**src/rtl/jmpctl_if.sv**
```systemverilog
// -----------------------------------------------------------------------------
// jmpctl_if
// Bundle of signals between the decode stage / program counter and the jmpctl
// next-PC unit.
//   master : drives the decoded instruction (en, alu_op, alu_out, jmp_addr,
//            pc_cur, err_clr) and observes the PC load and stack status.
//   slave  : the jmpctl unit itself.
// Widths follow the same parameters as jmpctl and must match its instance.
// -----------------------------------------------------------------------------
interface jmpctl_if #(
    parameter int AW    = 6,
    parameter int DW    = 8,
    parameter int OPW   = 4,
    parameter int DEPTH = 4
);
    localparam int SPW = $clog2(DEPTH + 1);

    logic           en;
    logic [OPW-1:0] alu_op;
    logic [DW-1:0]  alu_out;
    logic [AW-1:0]  jmp_addr;
    logic [AW-1:0]  pc_cur;
    logic           err_clr;

    logic [AW-1:0]  pc_in;
    logic           pc_we;
    logic [SPW-1:0] sp;
    logic           ovf;
    logic           unf;

    modport master (
        output en, alu_op, alu_out, jmp_addr, pc_cur, err_clr,
        input  pc_in, pc_we, sp, ovf, unf
    );

    modport slave (
        input  en, alu_op, alu_out, jmp_addr, pc_cur, err_clr,
        output pc_in, pc_we, sp, ovf, unf
    );
endinterface

```
**src/rtl/jmpctl.sv**
```systemverilog
// -----------------------------------------------------------------------------
// jmpctl
// Next-PC / branch-resolution unit. Each enabled cycle it decodes the opcode
// and ALU result and issues a registered, single-cycle PC load. Supports
// unconditional JUMP, CHECK/SUPERCHECK (taken iff alu_out == 1), JNZ
// (taken iff alu_out != 0) and CALL/RET through a DEPTH-entry return stack
// with sticky overflow/underflow flags.
// Ports:
//   clk  - clock, rising edge
//   rst  - asynchronous active-low reset
//   bus  - jmpctl_if slave: en, alu_op, alu_out, jmp_addr, pc_cur, err_clr in;
//          pc_in, pc_we, sp, ovf, unf out (all outputs registered)
// -----------------------------------------------------------------------------
module jmpctl #(
    parameter int             AW            = 6,
    parameter int             DW            = 8,
    parameter int             OPW           = 4,
    parameter int             DEPTH         = 4,
    parameter logic [OPW-1:0] OP_JUMP       = OPW'(1),
    parameter logic [OPW-1:0] OP_CHECK      = OPW'(2),
    parameter logic [OPW-1:0] OP_SUPERCHECK = OPW'(3),
    parameter logic [OPW-1:0] OP_JNZ        = OPW'(4),
    parameter logic [OPW-1:0] OP_CALL       = OPW'(5),
    parameter logic [OPW-1:0] OP_RET        = OPW'(6)
) (
    input  logic     clk,
    input  logic     rst,
    jmpctl_if.slave  bus
);
    localparam int SPW = $clog2(DEPTH + 1);

    logic [AW-1:0]  pc_in_reg, pc_in_next;
    logic           pc_we_reg, pc_we_next;
    logic [SPW-1:0] sp_reg,    sp_next;
    logic           ovf_reg,   ovf_next;
    logic           unf_reg,   unf_next;

    logic           push;
    logic           ovf_set;
    logic           unf_set;
    logic [AW-1:0]  ret_addr;
    logic [AW-1:0]  top_entry;
    logic [AW-1:0]  stack_q [DEPTH];

    logic stack_full;
    logic stack_empty;

    assign stack_full  = (sp_reg == SPW'(DEPTH));
    assign stack_empty = (sp_reg == '0);

    // Return address wraps naturally at 2^AW.
    assign ret_addr = bus.pc_cur + AW'(1);

    // Return stack: entry gi is written when a push lands at depth gi.
    for (genvar gi = 0; gi < DEPTH; gi++) begin : g_stack
        logic [AW-1:0] entry_reg;

        always_ff @(posedge clk or negedge rst) begin
            if (!rst) begin
                entry_reg <= '0;
            end else if (push && (sp_reg == SPW'(gi))) begin
                entry_reg <= ret_addr;
            end
        end

        assign stack_q[gi] = entry_reg;
    end

    // Top of stack lives at index sp-1.
    always_comb begin
        top_entry = '0;
        for (int i = 0; i < DEPTH; i++) begin
            if (sp_reg == SPW'(i + 1)) begin
                top_entry = stack_q[i];
            end
        end
    end

    always_comb begin
        pc_in_next = '0;
        pc_we_next = 1'b0;
        sp_next    = sp_reg;
        push       = 1'b0;
        ovf_set    = 1'b0;
        unf_set    = 1'b0;

        if (bus.en) begin
            if (bus.alu_op == OP_JUMP) begin
                pc_in_next = bus.jmp_addr;
                pc_we_next = 1'b1;
            end else if (bus.alu_op == OP_CHECK || bus.alu_op == OP_SUPERCHECK) begin
                // Full-width compare: only exactly 1 counts as a true flag.
                if (bus.alu_out == DW'(1)) begin
                    pc_in_next = bus.jmp_addr;
                    pc_we_next = 1'b1;
                end
            end else if (bus.alu_op == OP_JNZ) begin
                if (bus.alu_out != '0) begin
                    pc_in_next = bus.jmp_addr;
                    pc_we_next = 1'b1;
                end
            end else if (bus.alu_op == OP_CALL) begin
                if (stack_full) begin
                    ovf_set = 1'b1;
                end else begin
                    push       = 1'b1;
                    sp_next    = sp_reg + SPW'(1);
                    pc_in_next = bus.jmp_addr;
                    pc_we_next = 1'b1;
                end
            end else if (bus.alu_op == OP_RET) begin
                if (stack_empty) begin
                    unf_set = 1'b1;
                end else begin
                    sp_next    = sp_reg - SPW'(1);
                    pc_in_next = top_entry;
                    pc_we_next = 1'b1;
                end
            end
        end

        // A new error on the same edge as err_clr leaves the flag set.
        ovf_next = ovf_set | (ovf_reg & ~bus.err_clr);
        unf_next = unf_set | (unf_reg & ~bus.err_clr);
    end

    always_ff @(posedge clk or negedge rst) begin
        if (!rst) begin
            pc_in_reg <= '0;
            pc_we_reg <= 1'b0;
            sp_reg    <= '0;
            ovf_reg   <= 1'b0;
            unf_reg   <= 1'b0;
        end else begin
            pc_in_reg <= pc_in_next;
            pc_we_reg <= pc_we_next;
            sp_reg    <= sp_next;
            ovf_reg   <= ovf_next;
            unf_reg   <= unf_next;
        end
    end

    assign bus.pc_in = pc_in_reg;
    assign bus.pc_we = pc_we_reg;
    assign bus.sp    = sp_reg;
    assign bus.ovf   = ovf_reg;
    assign bus.unf   = unf_reg;
endmodule
```
**src/flat_wrapper.sv**
```systemverilog
// flat-port wrapper written by rule: the top's interface ports become plain ports
module jmpctl_flat 
#(
    parameter int             AW            = 6,
    parameter int             DW            = 8,
    parameter int             OPW           = 4,
    parameter int             DEPTH         = 4,
    parameter logic [OPW-1:0] OP_JUMP       = OPW'(1),
    parameter logic [OPW-1:0] OP_CHECK      = OPW'(2),
    parameter logic [OPW-1:0] OP_SUPERCHECK = OPW'(3),
    parameter logic [OPW-1:0] OP_JNZ        = OPW'(4),
    parameter logic [OPW-1:0] OP_CALL       = OPW'(5),
    parameter logic [OPW-1:0] OP_RET        = OPW'(6)
)
  (clk, rst, bus_en, bus_alu_op, bus_alu_out, bus_jmp_addr, bus_pc_cur, bus_err_clr, bus_pc_in, bus_pc_we, bus_sp, bus_ovf, bus_unf);
  jmpctl_if #(.AW(AW), .DW(DW), .OPW(OPW), .DEPTH(DEPTH)) bus_i ();
  input  logic clk;
  input  logic rst;
  input wire logic [$bits(bus_i.en)-1:0] bus_en;
  input wire logic [$bits(bus_i.alu_op)-1:0] bus_alu_op;
  input wire logic [$bits(bus_i.alu_out)-1:0] bus_alu_out;
  input wire logic [$bits(bus_i.jmp_addr)-1:0] bus_jmp_addr;
  input wire logic [$bits(bus_i.pc_cur)-1:0] bus_pc_cur;
  input wire logic [$bits(bus_i.err_clr)-1:0] bus_err_clr;
  output wire logic [$bits(bus_i.pc_in)-1:0] bus_pc_in;
  output wire logic [$bits(bus_i.pc_we)-1:0] bus_pc_we;
  output wire logic [$bits(bus_i.sp)-1:0] bus_sp;
  output wire logic [$bits(bus_i.ovf)-1:0] bus_ovf;
  output wire logic [$bits(bus_i.unf)-1:0] bus_unf;
  assign bus_i.en = bus_en;
  assign bus_i.alu_op = bus_alu_op;
  assign bus_i.alu_out = bus_alu_out;
  assign bus_i.jmp_addr = bus_jmp_addr;
  assign bus_i.pc_cur = bus_pc_cur;
  assign bus_i.err_clr = bus_err_clr;
  assign bus_pc_in = bus_i.pc_in;
  assign bus_pc_we = bus_i.pc_we;
  assign bus_sp = bus_i.sp;
  assign bus_ovf = bus_i.ovf;
  assign bus_unf = bus_i.unf;
  jmpctl #(.AW(AW), .DW(DW), .OPW(OPW), .DEPTH(DEPTH), .OP_JUMP(OP_JUMP), .OP_CHECK(OP_CHECK), .OP_SUPERCHECK(OP_SUPERCHECK), .OP_JNZ(OP_JNZ), .OP_CALL(OP_CALL), .OP_RET(OP_RET)) u_core (.clk(clk), .rst(rst), .bus(bus_i));
endmodule
```
**config.mk**
```make
export PLATFORM = sky130hd
export DESIGN_NAME = jmpctl_flat
export DESIGN_NICKNAME = d
export VERILOG_FILES = /design/src/rtl/jmpctl_if.sv /design/src/rtl/jmpctl.sv /design/src/flat_wrapper.sv
export SDC_FILE = /design/constraint.sdc
export NUM_CORES = 1
export LEC_CHECK = 0
export BUFFER_PORTS_ARGS = -buffer_cell sky130_fd_sc_hd__buf_2
export CAP_MARGIN = 20
export CORE_MARGIN = 2
export CORE_UTILIZATION = 44
export DETAILED_ROUTE_END_ITERATION = 7
export PLACE_DENSITY_LB_ADDON = 0.2
export SYNTH_ARGS = -nofsm -noshare
export SYNTH_HDL_FRONTEND = slang
export SYNTH_SLANG_ARGS = --single-unit
```
**constraint.sdc**
```tcl
create_clock -name clk -period 2 [get_ports clk]
set_input_delay 0.4 -clock clk [delete_from_list [all_inputs] [get_ports clk]]
set_output_delay 0.4 -clock clk [all_outputs]
set_load 0.05 [all_outputs]
```
# Word-level counts from Yosys, hierarchy flattened

Index checks and enable logic that the tools add are counted.

Bits in registers: 36
Latch bits: 0
Bits in writable memories: 0
ROM bits: 0
Input port bits: 28
Logic and storage cells: 88
Memories kept: 0

Add/subtract/negate cells: 3
Multipliers: 0
Div/mod/pow operators: 0
Order comparisons: 0
Equal/unequal tests: 13
Shift operators: 0
Mux-type cells: 46
Bitwise gates (word level): 8
Reductions and logical operators: 9

Operator list:

| operator                                          | number |
|---|---|
| 2-to-1 mux 6 bit                                  | 14 |
| 2-to-1 mux 1 bit                                  | 28 |
| == test 4 x 3 -> 1 bit (second input constant)    | 3 |
| 2-to-1 mux 3 bit                                  | 4 |
| == test 4 x 2 -> 1 bit (second input constant)    | 2 |
| == test 8 x 1 -> 1 bit (second input constant)    | 1 |
| nonzero test 8 bit                                | 1 |
| AND reduction 7 bit                               | 1 |
| adder 6 x 1 -> 6 bit (second input constant)      | 1 |
| == test 3 x 2 -> 1 bit (second input constant)    | 2 |
| == test 4 x 1 -> 1 bit (second input constant)    | 1 |
| logical AND 1 bit                                 | 4 |
| inequality test 2 bit (second input constant)     | 2 |
| inverter 1 bit                                    | 4 |
| adder 3 x 1 -> 3 bit (second input constant)      | 1 |
| == test 3 x 1 -> 1 bit (second input constant)    | 1 |
| == test 3 bit (second input constant)             | 1 |
| zero test 3 bit                                   | 1 |
| subtractor 3 x 1 -> 3 bit (second input constant) | 1 |
| bitwise AND 1 bit                                 | 2 |
| bitwise OR 1 bit                                  | 2 |
| nonzero test 2 bit                                | 1 |
| logical OR 1 bit                                  | 1 |

# Longest topological paths before layout

Depth in word-level cells: 12
Mapped depth: 9

# Worst setup path after synthesis

OpenSTA, ideal clock, no wires.

Path kind: flip-flop to flip-flop
From: register u_core.sp_reg[2], in the netlist u_core.bus.sp[2]
To: register u_core.g_stack[3].entry_reg[1]
Setup time: 125 ps
Arrival time: 2205 ps
Required time: 1875 ps
Path slack: -330 ps
Stages on the path, launching flop included: 8
Cell sequence: dfrtp_1 -> clkbuf_1 -> buf_2 -> inv_1 -> ha_1 -> inv_1 -> or4b_4 -> mux2_4

Cells in the longest elaborated chain, start to end: 8
Elaborated cells between the ends (all ways): 9
Those cells by class: eq/ne: 2; mux: 6; reduce/logical: 1

RTL lines:

| what                     | line          | RTL |
|---|---|---|
| start: declaration       | jmpctl.sv:34  | `logic [SPW-1:0] sp_reg, sp_next;` |
| start signal: assignment | jmpctl.sv:137 | `sp_reg <= sp_next;` |
| == test 3 bit            | jmpctl.sv:48  | `assign stack_full = (sp_reg == SPW'(DEPTH));` |
| 2-to-1 mux 1 bit         | jmpctl.sv:103 | `if (stack_full) begin` |
| 2-to-1 mux 1 bit         | jmpctl.sv:102 | `end else if (bus.alu_op == OP_CALL) begin` |
| 2-to-1 mux 1 bit         | jmpctl.sv:97  | `end else if (bus.alu_op == OP_JNZ) begin` |
| 2-to-1 mux 1 bit         | jmpctl.sv:91  | `end else if (bus.alu_op == OP_CHECK \|\| bus.alu_op == OP_SUPERCHECK) begin` |
| 2-to-1 mux 1 bit         | jmpctl.sv:88  | `if (bus.alu_op == OP_JUMP) begin` |
| 2-to-1 mux 1 bit         | jmpctl.sv:87  | `if (bus.en) begin` |
| logical AND 1 bit *      | jmpctl.sv:61  | `end else if (push && (sp_reg == SPW'(gi))) begin` |
| end signal: assignment   | jmpctl.sv:62  | `entry_reg <= ret_addr;` |
| end: declaration         | jmpctl.sv:56  | `logic [AW-1:0] entry_reg;` |

Mark *: on every way between the ends. The rest lies on a longest branch, timed or not.
A chain may end at the register's enable or synchronous reset.

# Final worst setup path

From: register u_core.sp_reg[0], in the netlist u_core.bus.sp[0]
To: register u_core.g_stack[3].entry_reg[3]

Same word-level chain as after synthesis.

==> impl_results.md <==
- GR peak layer: met2
- Routed Antenna Nets: 0
- CP Capture Type: flip-flop
- Clk Latency, worst-skew pair: 0.28 ns
- Worst Hold Margin: -0.0002960 ns
- Final net count: 296
- Flops & latches, synth: 36
- Final setup viols: 0
- Crit Path Max Fanout: 10
- Required time worst endpoint: 2.16 ns
- FF-to-FF Start: u_core.bus.sp[0]
- Largest area contributor in the synthesized netlist: dfrtp_1
- Vias: 1,697
- Top cells by area, synth: dfrtp_1 44%, a21oi_1 5.4%, nand2_1 4.4%, ha_1 4.3%, nor2_1 3.3%
- Layout cell share with drive strength beyond 1: 0.2863
- TritonCTS buffer count: 5
- Global-route wire length before repair: 7.521 mm
- Syn_nets: 250
- Pwr dens: 970.9 nW/µm²
- TritonCTS Sinks: 36
- CTS resizes: 0
- Hold Path Class: in -> async
- Hold-fix buffer count after cts: 0
- Drt pass-1 iters: 4
- Flop-to-flop setup slack: 0.20 ns
- Cell with the most instances after synthesis: dfrtp_1
- CP bufs+invs: 2
- Clock transition at path regs: 0.07 ns
- Status: finished, violations left
- Minimum clock period: 1.804 ns
- Grt met1 use: 0.2737
- Failing checks: negative hold slack
- Clock root cell: clkbuf_8
- Placed Cells: 306
- Main synth FF type: dfrtp_1
- Ant diodes: 0
- VDD IR max: 0.4631 mV
- Max cap viols: 0
- DIE AREA: 5214 µm²
- First DRT Iteration DRCs: 75
- Final period util: 0.9022
- FP Rows: 24
- Actual slew at the worst max-slew pin: 0.5239 ns
- Sum Neg Setup Slack: 0 ns
- Worst rel slew slack: 0.6500
- Grt met2 use: 0.2742
- Slowest-stage cell, CP: or4b_4
- Layout Cells excl Fill: 314
- Final Cell Area: 2454 µm²
- Critical Path AT: 1.96 ns
- Bufs on Longest Clock Path: 2
- Number of buffers added on ports: 39
- H-tree levels: 2
- DRC Markers: 0
- Met3 usage: 0.04861
- Max reg flops: 24
- Commonest cells in the netlist: 36 x dfrtp_1, 24 x nand2_1, 22 x a21oi_1
- Syn Inst Count: 215
- Cell mode on critical path: nand2_1
- Total wire length: 4.550 mm
- CTS tree: built
- Reg2Reg Depth: 7
- GR Overflow Total: 0
- Vias in the first global route: 1,553
- RSZ-0062 raised after global routing: no
- Filler instances: 387
- Die height: 72.21 µm
- Final Max Slew Viols: 0
- Initial core utilization: 0.4637
- Largest net degree at the start of global routing: 17
- Max Clk Rate: 554.2 MHz
- Io pins: 40
- Async set-or-reset flop fraction in the synthesized netlist: 1.000
- Wirelength per Cell: 14.49 µm
- P_leak: 0.001147 µW
- Max stage delay on crit path: 0.49 ns
- Die W: 72.21 µm
- CP cell instances: inv_1 -> ha_1 -> nand2_1 -> or4b_4 -> buf_4 -> nand2_1 -> o21ai_1
- Post-CTS setup buffer count: 0
- Layout area overhead: 19.87%
- Total global-route track usage: 0.1876
- Post-DP HPWL: 3.511 mm
- Synth Cell Area: 2047 µm²
- Core Area: 4414 µm²
- Distinct cells, synth: 43
- Yosys warning count: 0
- Post-synth EDFFs: 0
- Skew final: 0.007554 ns
- Placer Congestion: 0.8678
- Top delay family on crit path: simple AND/OR/NAND/NOR gates
- Vias per inst: 5.404
- Final hold violation count: 1
- Initial antenna violation count: 0
- Sequential area share after synthesis: 0.4401
- Critical path type: reg -> reg
- Avg Cell Area, Syn: 9.521 µm²
- Share of the synthesized area in the top cell type: 0.4401
- FF-to-FF End: u_core.g_stack[3].entry_reg[3]
- Area after DPL: 2354 µm²
- CP Launch Type: flip-flop
-- worst register-to-register path, cell delays in order (launching register included) --
cell     delay, ns
dfrtp_2       0.41
inv_1         0.09
ha_1          0.25
nand2_1       0.15
or4b_4        0.49
buf_4         0.18
nand2_1       0.07
o21ai_1       0.05
-- power by group --
| group | switching, µW | internal (µW) | total, µW |
|---|---|---|---|
| clock network | 246 | 314 | 561 |
| logic | 540 | 326 | 866 |
| registers | 106 | 850 | 956 |
-- kinds of logic (layout without fill, tap and decap cells) --
| group | after synthesis | after routing | synth area share |
|---|---|---|---|
| multiplexers | 5 | 5 | 0.02873 |
| XOR/XNOR | 6 | 6 | 0.02568 |
| AND/OR/NAND/NOR | 80 | 80 | 0.2060 |
| buffers and inverters | 20 | 67 | 0.04340 |
| flip-flops | 36 | 36 | 0.4401 |
| AO/OA/AOI/OAI | 61 | 61 | 0.2133 |
| adder cells (fa/ha/maj) | 7 | 7 | 0.04279 |
-- layout make-up --
class	count	area, µm²	share of cell area
Clock buffer	8	100.1	0.04080
Inverter	9	36.28	0.01479
Multi-Input combinational cell	159	1070	0.4360
Sequential cell	36	904.6	0.3687
Tap cell	52	65.06	0.02652
Timing Repair Buffer	50	277.8	0.1132
-- how the worst max path moves through the flow --
stage	slack (ns)	endpoint	cells past startpoint	startpoint
after floorplan	0.02	u_core.g_stack[3].entry_reg[1]	7	u_core.bus.sp[2]
after detailed placement	0.16	u_core.g_stack[3].entry_reg[4]	6	bus_alu_op[3]
after CTS	0.19	u_core.g_stack[3].entry_reg[3]	7	u_core.bus.sp[0]
final	0.20	u_core.g_stack[3].entry_reg[3]	7	u_core.bus.sp[0]
after global placement	0.18	u_core.g_stack[3].entry_reg[4]	6	bus_alu_op[3]
after global routing	0.08	u_core.g_stack[3].entry_reg[3]	7	u_core.bus.sp[0]
-- layout by cell type (no fill, tap or decap), types with 3 or more instances in the layout --
master    count
ha_1          6
nor2b_1       3
o21ai_1       5
a21oi_1      22
a211oi_1      6
nor2_1       18
dfrtp_1      33
clkbuf_8      7
buf_2        39
dfrtp_2       3
a32o_1        6
o211ai_2      5
o21ai_0       6
buf_4        11
xor2_1        3
xnor2_1       3
nand3b_1      7
nand3_1      11
nand2b_1      3
inv_1         8
nand2_1      24
-- metal layers --
metal | vias to the layer above | share of wire
met5 | - | 0
met1 | 770 | 0.50
li1 | 866 | -
met2 | 53 | 0.42
met4 | 0 | 0.015
met3 | 8 | 0.066
-- through the flow --
| stage | utilization | hold WS, ns | worst slack, ns | total power (µW) |
|---|---|---|---|---|
| 2_1_floorplan | - | 0.1044 | 0.02117 | 1600 |
| 3_3_place_gp | 0.5332 | 0.3109 | 0.1766 | 1822 |
| 3_5_place_dp | 0.5332 | 0.3143 | 0.1557 | 1826 |
| 4_1_cts | 0.5558 | 0.001990 | 0.1933 | 2401 |
| 5_1_grt | 0.5558 | 0.01528 | 0.07877 | 2543 |
| 6_report | 0.5558 | -0.0002960 | 0.1956 | 2382 |
Note: power is estimated with default switching activity, not from simulation.
